## src/rtl/motors_cmd_issuer.sv

```systemverilog
`default_nettype none
// +----------------------------------------------------------------------------+
// | motors_cmd_issuer: pen-move command to MotorsCtrl pulse/servo transactions |
// | Revision 1.0 - initial release                                             |
// +----------------------------------------------------------------------------+
module motors_cmd_issuer #(
  parameter int PULSE_NUM_X_BITS = 16,
  parameter int PULSE_NUM_Y_BITS = 16,
  parameter int POS_BITS         = 20
) (
  input  logic                        clk,
  input  logic                        reset,
  input  logic                        clk_en,
  input  logic                        cmd_valid,
  output logic                        cmd_rdy,
  input  logic [POS_BITS-1:0]         cmd_x,
  input  logic [POS_BITS-1:0]         cmd_y,
  input  logic                        cmd_rel,
  input  logic                        cmd_servo,
  input  logic                        home,
  output logic                        cmd_err,
  output logic                        busy,
  output logic [POS_BITS-1:0]         cur_x,
  output logic [POS_BITS-1:0]         cur_y,
  output logic [PULSE_NUM_X_BITS-1:0] pulse_num_x,
  output logic [PULSE_NUM_Y_BITS-1:0] pulse_num_y,
  output logic                        servo_pos,
  output logic                        trigger,
  input  logic                        rdy
);

  localparam logic c_servo_up = 1'b0;

  localparam logic [2:0] c_st_idle       = 3'd0;
  localparam logic [2:0] c_st_calc       = 3'd1;
  localparam logic [2:0] c_st_servo_trig = 3'd2;
  localparam logic [2:0] c_st_servo_wait = 3'd3;
  localparam logic [2:0] c_st_move_trig  = 3'd4;
  localparam logic [2:0] c_st_move_wait  = 3'd5;

  // Symmetric pulse range: the most negative code is never issued.
  localparam logic [POS_BITS:0] c_max_x = {{(POS_BITS+2-PULSE_NUM_X_BITS){1'b0}}, {(PULSE_NUM_X_BITS-1){1'b1}}};
  localparam logic [POS_BITS:0] c_min_x = {{(POS_BITS+2-PULSE_NUM_X_BITS){1'b1}}, {(PULSE_NUM_X_BITS-2){1'b0}}, 1'b1};
  localparam logic [POS_BITS:0] c_max_y = {{(POS_BITS+2-PULSE_NUM_Y_BITS){1'b0}}, {(PULSE_NUM_Y_BITS-1){1'b1}}};
  localparam logic [POS_BITS:0] c_min_y = {{(POS_BITS+2-PULSE_NUM_Y_BITS){1'b1}}, {(PULSE_NUM_Y_BITS-2){1'b0}}, 1'b1};

  logic [2:0]          r_state;
  logic [POS_BITS-1:0] r_cmd_x;
  logic [POS_BITS-1:0] r_cmd_y;
  logic                r_cmd_rel;
  logic                r_cmd_servo;
  logic [POS_BITS:0]   r_dx;
  logic [POS_BITS:0]   r_dy;
  logic [POS_BITS-1:0] r_new_x;
  logic [POS_BITS-1:0] r_new_y;

  logic [POS_BITS:0]   w_dx;
  logic [POS_BITS:0]   w_dy;
  logic [POS_BITS:0]   w_new_x;
  logic [POS_BITS:0]   w_new_y;
  logic                w_bad;
  logic                w_zero;

  assign w_dx = r_cmd_rel ? {r_cmd_x[POS_BITS-1], r_cmd_x}
                          : {r_cmd_x[POS_BITS-1], r_cmd_x} - {cur_x[POS_BITS-1], cur_x};
  assign w_dy = r_cmd_rel ? {r_cmd_y[POS_BITS-1], r_cmd_y}
                          : {r_cmd_y[POS_BITS-1], r_cmd_y} - {cur_y[POS_BITS-1], cur_y};
  // cur + dx equals the target for absolute moves, so one overflow check covers both
  assign w_new_x = {cur_x[POS_BITS-1], cur_x} + w_dx;
  assign w_new_y = {cur_y[POS_BITS-1], cur_y} + w_dy;

  assign w_bad = ($signed(w_dx) > $signed(c_max_x)) || ($signed(w_dx) < $signed(c_min_x)) ||
                 ($signed(w_dy) > $signed(c_max_y)) || ($signed(w_dy) < $signed(c_min_y)) ||
                 (w_new_x[POS_BITS] != w_new_x[POS_BITS-1]) ||
                 (w_new_y[POS_BITS] != w_new_y[POS_BITS-1]);
  assign w_zero = (w_dx == '0) && (w_dy == '0);

  assign busy = (r_state != c_st_idle);

  always_ff @(posedge clk or negedge reset) begin
    if (!reset) begin
      r_state     <= c_st_idle;
      r_cmd_x     <= '0;
      r_cmd_y     <= '0;
      r_cmd_rel   <= 1'b0;
      r_cmd_servo <= c_servo_up;
      r_dx        <= '0;
      r_dy        <= '0;
      r_new_x     <= '0;
      r_new_y     <= '0;
      cmd_rdy     <= 1'b0;
      cmd_err     <= 1'b0;
      cur_x       <= '0;
      cur_y       <= '0;
      pulse_num_x <= '0;
      pulse_num_y <= '0;
      servo_pos   <= c_servo_up;
      trigger     <= 1'b0;
    end else if (clk_en) begin
      cmd_err <= 1'b0;
      case (r_state)
        c_st_idle: begin
          if (cmd_valid && cmd_rdy) begin
            r_cmd_x     <= cmd_x;
            r_cmd_y     <= cmd_y;
            r_cmd_rel   <= cmd_rel;
            r_cmd_servo <= cmd_servo;
            cmd_rdy     <= 1'b0;
            r_state     <= c_st_calc;
          end else begin
            cmd_rdy <= 1'b1;
            if (home) begin
              cur_x <= '0;
              cur_y <= '0;
            end
          end
        end
        c_st_calc: begin
          r_dx    <= w_dx;
          r_dy    <= w_dy;
          r_new_x <= w_new_x[POS_BITS-1:0];
          r_new_y <= w_new_y[POS_BITS-1:0];
          if (w_bad) begin
            cmd_err <= 1'b1;
            cmd_rdy <= 1'b1;
            r_state <= c_st_idle;
          end else if (r_cmd_servo != servo_pos) begin
            pulse_num_x <= '0;
            pulse_num_y <= '0;
            servo_pos   <= r_cmd_servo;
            trigger     <= 1'b1;
            r_state     <= c_st_servo_trig;
          end else if (w_zero) begin
            cmd_rdy <= 1'b1;
            r_state <= c_st_idle;
          end else begin
            pulse_num_x <= w_dx[PULSE_NUM_X_BITS-1:0];
            pulse_num_y <= w_dy[PULSE_NUM_Y_BITS-1:0];
            trigger     <= 1'b1;
            r_state     <= c_st_move_trig;
          end
        end
        c_st_servo_trig: begin
          if (!rdy) begin
            trigger <= 1'b0;
            r_state <= c_st_servo_wait;
          end
        end
        c_st_servo_wait: begin
          if (rdy) begin
            if ((|r_dx) || (|r_dy)) begin
              pulse_num_x <= r_dx[PULSE_NUM_X_BITS-1:0];
              pulse_num_y <= r_dy[PULSE_NUM_Y_BITS-1:0];
              trigger     <= 1'b1;
              r_state     <= c_st_move_trig;
            end else begin
              cmd_rdy <= 1'b1;
              r_state <= c_st_idle;
            end
          end
        end
        c_st_move_trig: begin
          if (!rdy) begin
            trigger <= 1'b0;
            r_state <= c_st_move_wait;
          end
        end
        c_st_move_wait: begin
          if (rdy) begin
            cur_x   <= r_new_x;
            cur_y   <= r_new_y;
            cmd_rdy <= 1'b1;
            r_state <= c_st_idle;
          end
        end
        default: r_state <= c_st_idle;
      endcase
    end
  end

endmodule
`default_nettype wire

```

## config.mk

```make
export PLATFORM = sky130hd
export DESIGN_NAME = motors_cmd_issuer
export DESIGN_NICKNAME = d
export VERILOG_FILES = /design/src/rtl/motors_cmd_issuer.sv
export SDC_FILE = /design/constraint.sdc
export NUM_CORES = 1
export LEC_CHECK = 0
export ABC_AREA = 0
export BUFFER_PORTS_ARGS = -buffer_cell sky130_fd_sc_hd__buf_2
export CORE_ASPECT_RATIO = 0.5
export CORE_MARGIN = 1.5
export CORE_UTILIZATION = 35
export DETAILED_ROUTE_END_ITERATION = 10
export PLACE_DENSITY = 0.64
export SETUP_SLACK_MARGIN = 0.15
export SYNTH_ARGS = -nofsm -noshare
export SYNTH_HDL_FRONTEND = slang
export SYNTH_SLANG_ARGS = --single-unit
```

## constraint.sdc

```tcl
create_clock -name clk -period 7.5 [get_ports clk]
set_clock_uncertainty 0.1 [all_clocks]
set_input_delay 0.75 -clock clk [delete_from_list [all_inputs] [get_ports clk]]
set_output_delay 0.75 -clock clk [all_outputs]
set_load 0.01 [all_outputs]
```

==> summary.json <==
{
  "timing": {
    "worst_margin_pin_slew_ns": 1.08,
    "drv_slew": 0,
    "grt_setup_unrepaired": "false",
    "highest_attainable_clock_frequency_mhz": 163,
    "timing.max_slew.rel_slack": 0.281,
    "fin_crit_sh": 0.818,
    "final-hold-violation-count": 0,
    "final.min_clock_period_ns": 6.13,
    "fin_setup_tns_ns": 0,
    "setup_violations": 0
  },
  "run_status": {
    "run_status": "completed"
  },
  "logic_synthesis": {
    "synthesis.instances": 1557,
    "synthesized_area_per_cell_sq_um": 9.00,
    "ys_async_sr_fraction": 1.00,
    "most_used_dff_post_synth": "sky130_fd_sc_hd__dfrtp_1",
    "ys_warn_count": 0,
    "synth.yosys.seq_area_share": 0.363,
    "synth_cell_type_count": 85,
    "netlist.top_cell.by_area": "sky130_fd_sc_hd__dfrtp_1",
    "post_synth_instance_area_sq_um": 14000,
    "yosys.cell_count.top_type": "sky130_fd_sc_hd__nand2_1",
    "synth_largest_type_area_fraction": 0.363,
    "syn_nets": 1689,
    "synth_edf_count": 0,
    "yosys_register_bits": 203,
    "yosys-top-cells-area": "sky130_fd_sc_hd__dfrtp_1 36%, sky130_fd_sc_hd__ha_1 7.1%, sky130_fd_sc_hd__nand2_1 5.5%, sky130_fd_sc_hd__mux2_2 5.3%, sky130_fd_sc_hd__o21ai_0 4.4%",
    "synthTopCellsByCount": "204 x sky130_fd_sc_hd__nand2_1, 203 x sky130_fd_sc_hd__dfrtp_1, 124 x sky130_fd_sc_hd__o21ai_0"
  },
  "layout": {
    "fillCellCount": 3964,
    "area_taken_by_multi_input_logic_gates_sq_um": 8260,
    "diodes": 0,
    "areaGrowthSynthToFinish_pct": 13.3,
    "fin_cells": 2172,
    "layout-drive-gt1-share": 0.163,
    "final_net_count": 1758,
    "register_cell_area_after_layout_sq_um": 5080,
    "final_util": 0.405
  },
  "setup_path": {
    "path_class": "flip-flop to flip-flop",
    "timing.critical_path.fanout_max": 66,
    "startpoint_type": "flip-flop",
    "crit_arrival_ns": 6.48,
    "critical_path.endpoint_type": "flip-flop",
    "cp.required_ns": 7.85
  },
  "global_route": {
    "grt_remaining_overflow": 0,
    "globalRouteMet1Util": 0.290,
    "wire_length_of_the_first_global_routing_pass_microns": 64700,
    "maximum_number_of_pins_on_one_net_before_global_route_repair": 102,
    "number_of_antenna_violations_at_the_first_check_in_global_routing": 0,
    "grt_busiest_layer": "met2",
    "grtUsageMet3": 0.0281,
    "number_of_global_route_vias_before_repair": 11400,
    "globalRouteTotalUtil": 0.196,
    "gr-usage-met2": 0.300
  },
  "flow_run": {
    "drv_cap": 0
  },
  "die": {
    "initial_cell_density_of_the_core": 0.358,
    "rows": 51,
    "boundaryPins": 125,
    "die-area_sq_um": 41300,
    "die_w_microns": 286,
    "floorplan.core_area_sq_um": 39200,
    "die_y_microns": 144
  },
  "cts": {
    "numClockSinks": 203,
    "clk_path_buf_depth": 3,
    "cts_tree": "built",
    "clk_transition_reported_paths_ns": 0.07,
    "clock-root-buffer": "sky130_fd_sc_hd__clkbuf_16",
    "cts_made_buffers": 22,
    "clock_latency_ns": 0.54,
    "cts.hold.buffers_added": 0,
    "postCtsSetupRepairBufs": 0,
    "post_cts.resized_instances": 0,
    "ctsHtreeMaxLevel": 1
  },
  "detailed_routing": {
    "drcViolationCount": 0,
    "vias": 12300,
    "iteration_0_drc_count_of_the_detailed_router": 1152,
    "first_pass_iters": 5,
    "wire_per_inst_microns": 19.0,
    "postRouteAntennaNets": 0,
    "routed_wirelength_microns": 41200,
    "vias_per_cell": 5.67
  },
  "min_path": {
    "timing.hold.worst.class": "primary input to asynchronous set/reset pin"
  },
  "placed_design": {
    "dp_hpwl_microns": 29800,
    "place.gp.congestion": 0.904,
    "placement.io_buffers": 124,
    "placed_cells_incl_taps": 2132
  }
}
## final timing paths
| check | slack, ns | end | cells past startpoint | startpoint |
|---|---|---|---|---|
| worst max-delay path | 1.37 | pulse_num_x[2] | 22 | r_cmd_y[0] |
| worst min-delay path | 0.15 | r_cmd_y[19] | 1 | reset |
| worst max register to register | 1.37 | pulse_num_x[2] | 22 | r_cmd_y[0] |
| worst min register to register | 0.38 | r_dy[16] | 2 | r_dy[16] |
| max in group asynchronous | 5.75 | r_cmd_rel | 2 | reset |
| min in group clk | 0.34 | r_cmd_y[4] | 3 | cmd_y[4] |
## final cells by class
class                           instances  share of cell area
Clock buffer                           27              0.0377
Multi-Input combinational cell       1176               0.520
Tap cell                              530              0.0418
Sequential cell                       203               0.320
Timing Repair Buffer                  138              0.0470
Inverter                               85              0.0201
Clock inverter                         13              0.0132
## cell families after synthesis
| family | share of synthesized area |
|---|---|
| flip-flops | 0.362 |
| AO/OA/AOI/OAI | 0.252 |
| adder cells (fa/ha/maj) | 0.0771 |
| multiplexers | 0.0624 |
| AND/OR/NAND/NOR | 0.158 |
| XOR/XNOR | 0.0369 |
| buffers and inverters | 0.0516 |
## worst max-delay path, stage by stage (launching register included)
cell and delay (ns):
sky130_fd_sc_hd__dfrtp_1 0.36, sky130_fd_sc_hd__inv_1 0.08, sky130_fd_sc_hd__ha_1 0.18, sky130_fd_sc_hd__inv_1 0.06
sky130_fd_sc_hd__fa_1 0.43, sky130_fd_sc_hd__a211oi_1 0.38, sky130_fd_sc_hd__o211ai_1 0.18, sky130_fd_sc_hd__a21oi_1 0.36
sky130_fd_sc_hd__xor2_1 0.11, sky130_fd_sc_hd__o21ai_0 0.62, sky130_fd_sc_hd__ha_1 0.44, sky130_fd_sc_hd__a21o_1 0.22
sky130_fd_sc_hd__a211oi_1 0.24, sky130_fd_sc_hd__o2bb2ai_1 0.09, sky130_fd_sc_hd__a21o_1 0.21, sky130_fd_sc_hd__o2bb2ai_1 0.14
sky130_fd_sc_hd__a31o_2 0.23, sky130_fd_sc_hd__xor2_1 0.16, sky130_fd_sc_hd__xor2_1 0.22, sky130_fd_sc_hd__a2111oi_4 0.29
sky130_fd_sc_hd__buf_12 0.30, sky130_fd_sc_hd__or4b_1 0.48, sky130_fd_sc_hd__o211ai_1 0.11
## cells in the final DEF (no fill, tap or decap), types with 25 or more instances in the layout
cell type                  count
sky130_fd_sc_hd__a22o_1       70
sky130_fd_sc_hd__o211ai_1     41
sky130_fd_sc_hd__a21o_1       25
sky130_fd_sc_hd__nand2_1     203
sky130_fd_sc_hd__ha_1         80
sky130_fd_sc_hd__a31oi_1      36
sky130_fd_sc_hd__xnor2_1      30
sky130_fd_sc_hd__buf_2       123
sky130_fd_sc_hd__o21ai_0     124
sky130_fd_sc_hd__nor2_1       64
sky130_fd_sc_hd__dfrtp_1     202
sky130_fd_sc_hd__a21oi_1      75
sky130_fd_sc_hd__mux2_2       66
sky130_fd_sc_hd__inv_1        85
sky130_fd_sc_hd__xor2_1       29
## registers in the layout, summed over array words and instances, names as in the netlist, 3 cells and up
name         cells
cur_x           20
cur_y           20
pulse_num_x     16
pulse_num_y     16
r_cmd_x         20
r_cmd_y         20
r_dx            21
r_dy            21
r_new_x         20
r_new_y         20
r_state          3
## layer usage
metal	share of wire	wire [microns]	vias up
met5	0	0	-
met1	0.50	20500	6056
met4	0.019	802	0
met3	0.051	2080	50
met2	0.43	17700	289
li1	-	-	5922
## metrics by stage
step | hold slack, ns | instance area, sq um | setup slack (ns)
2_1_floorplan | 0.349 | 14000 | 2.52
3_3_place_gp | 0.364 | 15100 | 1.69
3_5_place_dp | 0.371 | 15100 | 1.56
4_1_cts | 0.189 | 15900 | 1.50
5_1_grt | 0.202 | 15900 | 0.966
6_report | 0.155 | 15900 | 1.37
Power is not shown: default switching activity piles up to over one toggle a cycle in this logic, so the estimate is an artifact.
